--- config.mk ---
export PLATFORM = sky130hd
export DESIGN_NAME = host_seq
export DESIGN_NICKNAME = d
export VERILOG_FILES = /design/src/rtl/host_seq_pkg.sv /design/src/rtl/host_seq_timer.sv /design/src/rtl/host_seq.sv
export SDC_FILE = /design/constraint.sdc
export NUM_CORES = 1
export LEC_CHECK = 0
export ABC_AREA = 0
export CORE_ASPECT_RATIO = 1.4
export CORE_MARGIN = 2
export CORE_UTILIZATION = 49
export DETAILED_ROUTE_END_ITERATION = 12
export PLACE_DENSITY = 0.79
export SYNTH_ARGS = -nofsm -noshare
export SYNTH_HDL_FRONTEND = slang
export SYNTH_SLANG_ARGS = --single-unit
--- constraint.sdc ---
create_clock -name clk -period 3.22 [get_ports clk]
set_clock_uncertainty 0.2 [all_clocks]
set_input_delay 0.644 -clock clk [delete_from_list [all_inputs] [get_ports clk]]
set_output_delay 0.644 -clock clk [all_outputs]
set_load 0.01 [all_outputs]
--- src/rtl/host_seq_pkg.sv ---
// Shared types and constants for the host_seq load/run/readback sequencer.
package host_seq_pkg;

  typedef enum logic [2:0] {
    IDLE  = 3'd0,
    LOAD  = 3'd1,
    CRST  = 3'd2,
    RUN   = 3'd3,
    RADDR = 3'd4,
    RWAIT = 3'd5,
    ROUT  = 3'd6,
    FIN   = 3'd7
  } state_t;

  localparam int CRST_CYCLES = 2;

  typedef logic [15:0] count_t;

  function automatic count_t sat_inc(input count_t v);
    if (v == 16'hFFFF) return v;
    else return v + 16'd1;
  endfunction

endpackage

--- src/rtl/host_seq_timer.sv ---
// Saturating run timer with clear, enable and a terminal-count flag.
module host_seq_timer
  import host_seq_pkg::*;
(
  input  logic   clk,
  input  logic   reset,
  input  logic   clr,
  input  logic   en,
  input  count_t term,
  output logic   hit
);

  count_t count_r;

  // Counter advances only while enabled and sticks at all-ones.
  always_ff @(posedge clk or posedge reset) begin
    if (reset)    count_r <= 16'h0000;
    else if (clr) count_r <= 16'h0000;
    else if (en)  count_r <= sat_inc(count_r);
    else          count_r <= count_r;
  end

  // Flag the cycle whose increment lands exactly on the terminal value.
  always_comb begin
    hit = 1'b0;
    if (en && (sat_inc(count_r) == term)) hit = 1'b1;
    else                                  hit = 1'b0;
  end

endmodule

--- src/rtl/host_seq.sv ---
// Host sequencer: loads data_mem, runs the core under a timeout, streams results back.
// Define HOST_SEQ_CYCLE_COUNT_EN to make the cycles output a live run-cycle counter.
module host_seq
  import host_seq_pkg::*;
#(
  parameter logic [7:0] LD_BASE = 8'h00,
  parameter int         LD_N    = 8,
  parameter logic [7:0] RD_BASE = 8'h40,
  parameter int         RD_N    = 4,
  parameter count_t     TMO     = 16'd4095
)(
  input  logic        clk,
  input  logic        reset,
  input  logic        start,
  input  logic        ld_valid,
  input  logic [7:0]  ld_data,
  output logic        ld_ready,
  output logic [7:0]  mem_addr,
  output logic [7:0]  mem_wdata,
  output logic        mem_we,
  output logic        mem_re,
  input  logic [7:0]  mem_rdata,
  output logic        core_reset,
  input  logic        core_done,
  output logic        rd_valid,
  output logic [7:0]  rd_data,
  input  logic        rd_ready,
  output logic        busy,
  output logic        timeout,
  output logic [15:0] cycles
);

  localparam logic [7:0] LD_LAST   = 8'(LD_N - 1);
  localparam logic [7:0] RD_LAST   = 8'(RD_N - 1);
  localparam logic [7:0] CRST_LAST = 8'(CRST_CYCLES - 1);

  state_t     state_r, state_s;
  logic [7:0] idx_r, idx_s;
  logic [7:0] rd_data_r, rd_data_s;
  logic       timeout_r, timeout_s;
  logic       tmr_clr_s, tmr_en_s, tmr_hit_s;

  host_seq_timer u_timer (
    .clk   (clk),
    .reset (reset),
    .clr   (tmr_clr_s),
    .en    (tmr_en_s),
    .term  (TMO),
    .hit   (tmr_hit_s)
  );

  // Sequencer state; idx is shared by load, core-reset hold and readback.
  always_ff @(posedge clk or posedge reset) begin
    if (reset) begin
      state_r   <= IDLE;
      idx_r     <= 8'h00;
      rd_data_r <= 8'h00;
      timeout_r <= 1'b0;
    end else begin
      state_r   <= state_s;
      idx_r     <= idx_s;
      rd_data_r <= rd_data_s;
      timeout_r <= timeout_s;
    end
  end

  // Next-state and output decode; the load write is combinational on the handshake.
  always_comb begin
    state_s    = state_r;
    idx_s      = idx_r;
    rd_data_s  = rd_data_r;
    timeout_s  = timeout_r;
    tmr_clr_s  = 1'b0;
    tmr_en_s   = 1'b0;
    ld_ready   = 1'b0;
    mem_we     = 1'b0;
    mem_re     = 1'b0;
    mem_addr   = 8'h00;
    mem_wdata  = 8'h00;
    core_reset = 1'b1;
    rd_valid   = 1'b0;
    busy       = 1'b1;
    case (state_r)
      IDLE, FIN: begin
        busy = 1'b0;
        if (start) begin
          state_s   = LOAD;
          idx_s     = 8'h00;
          timeout_s = 1'b0;
          tmr_clr_s = 1'b1;
        end else begin
          state_s = state_r;
        end
      end
      LOAD: begin
        ld_ready = 1'b1;
        if (ld_valid) begin
          mem_we    = 1'b1;
          mem_addr  = LD_BASE + idx_r;
          mem_wdata = ld_data;
          if (idx_r == LD_LAST) begin
            state_s = CRST;
            idx_s   = 8'h00;
          end else begin
            idx_s = idx_r + 8'd1;
          end
        end else begin
          idx_s = idx_r;
        end
      end
      CRST: begin
        if (idx_r == CRST_LAST) begin
          state_s = RUN;
          idx_s   = 8'h00;
        end else begin
          idx_s = idx_r + 8'd1;
        end
      end
      RUN: begin
        core_reset = 1'b0;
        tmr_en_s   = 1'b1;
        if (core_done) begin
          state_s = RADDR;
          idx_s   = 8'h00;
        end else if (tmr_hit_s) begin
          state_s   = RADDR;
          idx_s     = 8'h00;
          timeout_s = 1'b1;
        end else begin
          state_s = RUN;
        end
      end
      RADDR: begin
        mem_re   = 1'b1;
        mem_addr = RD_BASE + idx_r;
        state_s  = RWAIT;
      end
      RWAIT: begin
        mem_addr  = RD_BASE + idx_r;
        rd_data_s = mem_rdata;
        state_s   = ROUT;
      end
      ROUT: begin
        rd_valid = 1'b1;
        if (rd_ready) begin
          idx_s   = idx_r + 8'd1;
          state_s = (idx_r == RD_LAST) ? FIN : RADDR;
        end else begin
          state_s = ROUT;
        end
      end
      default: begin
        state_s = IDLE;
        idx_s   = 8'h00;
      end
    endcase
  end

  assign rd_data = rd_data_r;
  assign timeout = timeout_r;

`ifdef HOST_SEQ_CYCLE_COUNT_EN
  count_t cycles_r;

  // Visible run-cycle count, tracked independently of the timeout timer.
  always_ff @(posedge clk or posedge reset) begin
    if (reset)          cycles_r <= 16'h0000;
    else if (tmr_clr_s) cycles_r <= 16'h0000;
    else if (tmr_en_s)  cycles_r <= sat_inc(cycles_r);
    else                cycles_r <= cycles_r;
  end

  assign cycles = cycles_r;
`else
  assign cycles = 16'h0000;
`endif

endmodule
Yosys cells after proc, flatten, opt, wreduce, memory -nomap -nowiden
Index checks and enable logic that the tools add are counted.
- equality and inequality tests: 20
- $add $sub $neg: 3
- mux-type cells: 39
- reductions and logical operators: 10
- operator list (cell ; number):
    $mux 8 ; 10
    $mux 16 ; 3
    $pmux 8 s5 ; 1
    $pmux 3 s7 ; 1
    $mux 3 ; 6
    $add 16x1->16 const B ; 1
    $eq 16x12->1 const B ; 1
    $eq 16x16->1 const B ; 1
    $pmux 8 s2 ; 1
    $mux 1 ; 14
    $ne 2x2->1 const B ; 7
    $eq 3x3->1 const B ; 4
    $add 7x8->8 const A ; 1
    $add 8x1->8 const B ; 1
    $eq 8x1->1 const B ; 1
    $eq 8x2->1 const B ; 1
    $eq 8x3->1 const B ; 1
    $reduce_and 4->1 ; 2
    $eq 3x2->1 const B ; 2
    $reduce_and 5->1 ; 1
    $reduce_bool 5->1 ; 1
    $mux 2 ; 2
    $reduce_bool 2->1 ; 2
    $reduce_or 2->1 ; 2
    other kinds (5) ; 5
- bits in registers: 36
- input bits: 22
- word-level logic and storage cells: 77
- output and inout bits: 47

Logic depth before layout (Yosys ltp)
- depth in word-level cells: 8
- mapped depth: 9

Hierarchy
From an unflattened synthesis, not the netlist that was laid out.
- cells, all modules: 357
- area total of the unflattened synthesis: 3100.5 sq um
- by module, submodules not included (module ; area an instance (sq um) ; sequential area each (sq um) ; cells an instance ; times used):
    host_seq_timer ; 1624.1 ; 400.4 ; 196 ; 1
    host_seq ; 1476.4 ; 500.5 ; 161 ; 1

Worst setup path before layout
OpenSTA, ideal clock, no wires.
- kind: register to register
- from: register u_timer.count_r[0]
- to: register idx_r[2]
- arrival: 2.302 ns
- buffers on the path: 1
- stages on the path, launching flop included: 10
- clock period less this slack: 2.620 ns
- path slack: 0.600 ns
- path through: dfrtp_1 -> ha_1 -> buf_2 -> nand4_2 -> nor4_4 -> nor3_1 -> xnor2_1 -> o41ai_4 -> o221ai_1 -> a21o_1
- cells in the longest elaborated chain, start to end: 7
- elaborated cells on any way between the ends: 8
- classes of those cells: add/sub: 1; eq/ne: 3; mux: 2; reduce/logical: 2
- RTL lines (element ; line ; source):
    from (decl) ; host_seq_timer.sv:13 ; count_t count_r;
    from (signal assigned) ; host_seq_timer.sv:19 ; else if (en) count_r <= sat_inc(count_r);
    from (signal assigned) ; host_seq_timer.sv:20 ; else count_r <= count_r;
    $add 16x1->16 / $eq 16x16->1 (equally long branches) ; host_seq_pkg.sv:21, host_seq_pkg.sv:20 ;
    $mux 16 * ; host_seq_pkg.sv:20 ; if (v == 16'hFFFF) return v;
    $eq 16x12->1 * ; host_seq_timer.sv:26 ; if (en && (sat_inc(count_r) == term)) hit = 1'b1;
    $logic_and 1x1->1 * ; host_seq_timer.sv:26 ;
    $mux 1 * ; host_seq_timer.sv:26 ;
    $ne 3x3->1 (no source line) * ; -- ;
    $reduce_and 5->1 (no source line) * ; -- ;
    to (signal assigned) ; host_seq.sv:61 ; idx_r <= idx_s;
    to (decl) ; host_seq.sv:38 ; logic [7:0] idx_r, idx_s;
Mark *: on every way between the ends. The rest lies on a longest branch, timed or not.
A chain may end at the register's enable or synchronous reset.

Worst setup path in the final report
- from: input ld_valid
- to: output mem_wdata[6]
- cells in the longest elaborated chain, start to end: 2
- RTL lines (element ; line ; source):
    from (decl) ; host_seq.sv:15 ; input logic ld_valid,
    $mux 8 ; host_seq.sv:97 ; if (ld_valid) begin
    $mux 8 ; host_seq.sv:83 ; case (state_r)
    to (decl) ; host_seq.sv:19 ; output logic [7:0] mem_wdata,
Every way passes these cells.

==> run metrics <==
Area contributors post-synth=dfrtp_1, buf_4, nand2_1; DRC viols=0; setup ws final=0.1680 ns; Worst-Margin Slew=0.5468 ns; Placement Setup Slack=0.1857 ns; Synth cell types=60; vias in the first global route=roughly 2.3k; Worst Setup SP=ld_valid; first-pass GRT wire length=10890 um; io pins=69; Worst R2R Start=u_timer.count_r[0]; P_int=1.271 mW; Yosys reg bits=36; Iter 0 DRT Violations=141; Clock Sinks=36; Top FF cell, synth=dfrtp_1; crit path time final=3.052 ns; fill count=between 400 and 500; largest net degree at the start of global routing=37; DR WL/cell=15.20 um; Detail Route Antenna Nets=0; post-synth top area cell=dfrtp_1; CP Launch Type=input pin; commonest cells after routing, fill and taps aside=clkdlybuf4s50_1, dfrtp_1, nand2_1, nor2_1, o21ai_0; endpoints failing setup=0; Post-Syn Area per Cell=8.709 sq um; FP Rows=31; Post-CTS Setup Inserts=0; design area=3233 sq um; TritonCTS clock tree=yes; Hold Violations, Final=0; clock share of power=15.3%; crit path DAT=2.21 ns; setup TNS=0 ns; outcome=finished clean; CTS Buffer Depth=2; Seq/Total Area, Yosys=34.25%; worst setup path endpoint=mem_wdata[6]; final cell count without fillers=between 400 and 500; area grow syn2layout=22.93%; overall global routing resource usage=23.12%; final net count=382; Die Height=approximately 90 um; core area=5159 sq um; H-tree depth=2; R2R Setup Slk=approximately 0.29 ns; area of the mapped netlist=between 2000 and 3000 sq um; element type at the critical path end=output pin; Slew HR=63.55%; r2r endpoint=idx_r[0]; leakage dissipation=~1.4 nW; via-per-instance ratio=5.584; switch share=42.67%; GP Congestion=around 0.89; Skew-Pair Late Insertion Delay=0.29 ns; Hold Crit Class=reg -> reg; Clock Root Buffer=clkbuf_8; most common cell after layout, fill and taps aside=clkdlybuf4s50_1; Peak VDD IR=502.7 uV; share of synthesized registers carrying an async set or reset=100.0%; R2R depth=8; max-cap violation count=0; Placed Area=around 3100 sq um; number of synthesized flops with an enable pin=0; Clock transition at path regs=0.07 ns; Post-CTS Resized=0; Setup CP Type=in -> out; Vias=2362; Psw=946.2 uW; Critical Path RT=2.38 ns; Post-Syn Instances=302; TritonCTS buffer count=5; Yosys top cell area share=34.25%; layout cells sized above 1=11.20%; ANT cells=0; Die X-Extent=around 66 um; Hold Buf Count CTS=0; Logic pwr share=51.7%; Final Cycle Share=~95%; Pins Over Slew Limit=0; grt total ovfl=0; fmax=between 300 and 400 MHz; Yosys warning count=0; initial antenna violation count=0; critical-path maximum fanout=10; RSZ-0062 raised after global routing=no; Routed Wire Length=between 6000 and 7000 um; sequential power share=33.0%; port bufs=52; first drt pass iteration count=4; Final HPWL DP=4928 um; Placed Cells=415; pwr/cell area=685.9 nW/um^2; Initial Util=about 51%; die area=5978 sq um
==> cells in the mapped netlist (7+ instances only) <==
cell type   n
buf_4      16
inv_1      15
and2_1      9
a31oi_1     8
mux2_2      8
a21oi_1    13
o21ai_0    22
nand2_1    32
nor2_1     23
dfrtp_1    36
nor2b_1     7
nand3_1    12
nor3_1      7
==> metal layers <==
layer / track usage, % / part of all wire [%] / vias up
met2: 41.08 / 55 / 48
li1: - / - / 1157
met3: 3.491 / 2.8 / 13
met1: 26.18 / 40 / 1144
met4: 10.94 / 3.0 / 0
met5: 0 / 0 / -
==> worst max-delay path, stage by stage <==
cell	delay (ns)
clkdlybuf4s50_1	0.51
and3_1	0.22
buf_4	0.16
and2_1	0.14
clkdlybuf4s50_1	0.54
==> final cells by class <==
type / count / area, sq um / share of cell area [%]
flip-flops and latches: 36 / 900.9 / 27.86
clock inverters: 1 / 7.507 / 0.2322
clock buffers: 7 / 86.33 / 2.670
inverters: 17 / 63.81 / 1.974
repair buffers: 61 / 588.1 / 18.19
multi-input cells: 235 / 1504 / 46.52
well taps: 66 / 82.58 / 2.554
==> cells by family (layout without fill, tap and decap cells) <==
group / count (synthesis) / in the layout / share of synthesized area, %
mux: 13 / 13 / 5.376
compound gates: 80 / 80 / 20.89
fa+ha+maj: 4 / 4 / 1.903
other cells: 1 / 16 / 0.1426
simple gates: 120 / 120 / 26.07
buf+inv: 46 / 86 / 10.70
xor+xnor: 2 / 2 / 0.6662
flops: 36 / 36 / 34.25
==> state kept, by name (all words and copies together), names as in the netlist <==
signal	count
rd_data	8
u_timer.count_r	16
state_r	3
idx_r	8
timeout	1
==> power by group through the flow <==
stage	sequential (mW)	clock [mW]	combinational [mW]
finish	0.732	0.339	1.15
global route	0.757	0.370	1.25
CTS	0.726	0.349	1.14
detailed placement	0.735	0	1.14
global placement	0.728	0	1.12
floorplan	0.678	0	0.772
==> per-stage QoR <==
stage | hold slack [ns] | power [mW] | utilization (%)
2_1_floorplan | 0.3258 | 1.450 | -
3_3_place_gp | 0.2819 | 1.847 | 60.85
3_5_place_dp | 0.2926 | 1.875 | 60.85
4_1_cts | 0.3104 | 2.220 | 62.67
5_1_grt | 0.3289 | 2.379 | 62.67
6_report | 0.3052 | 2.218 | 62.67
==> worst min path at each step <==
stage | cells after the start | start | end
after CTS | 1 | timeout | timeout
after floorplan | 1 | idx_r[7] | idx_r[7]
after global routing | 1 | timeout | timeout
after detailed placement | 1 | rd_data[4] | rd_data[4]
final | 1 | timeout | timeout
after global placement | 1 | timeout | timeout
Power figures use the tool's default switching activity.
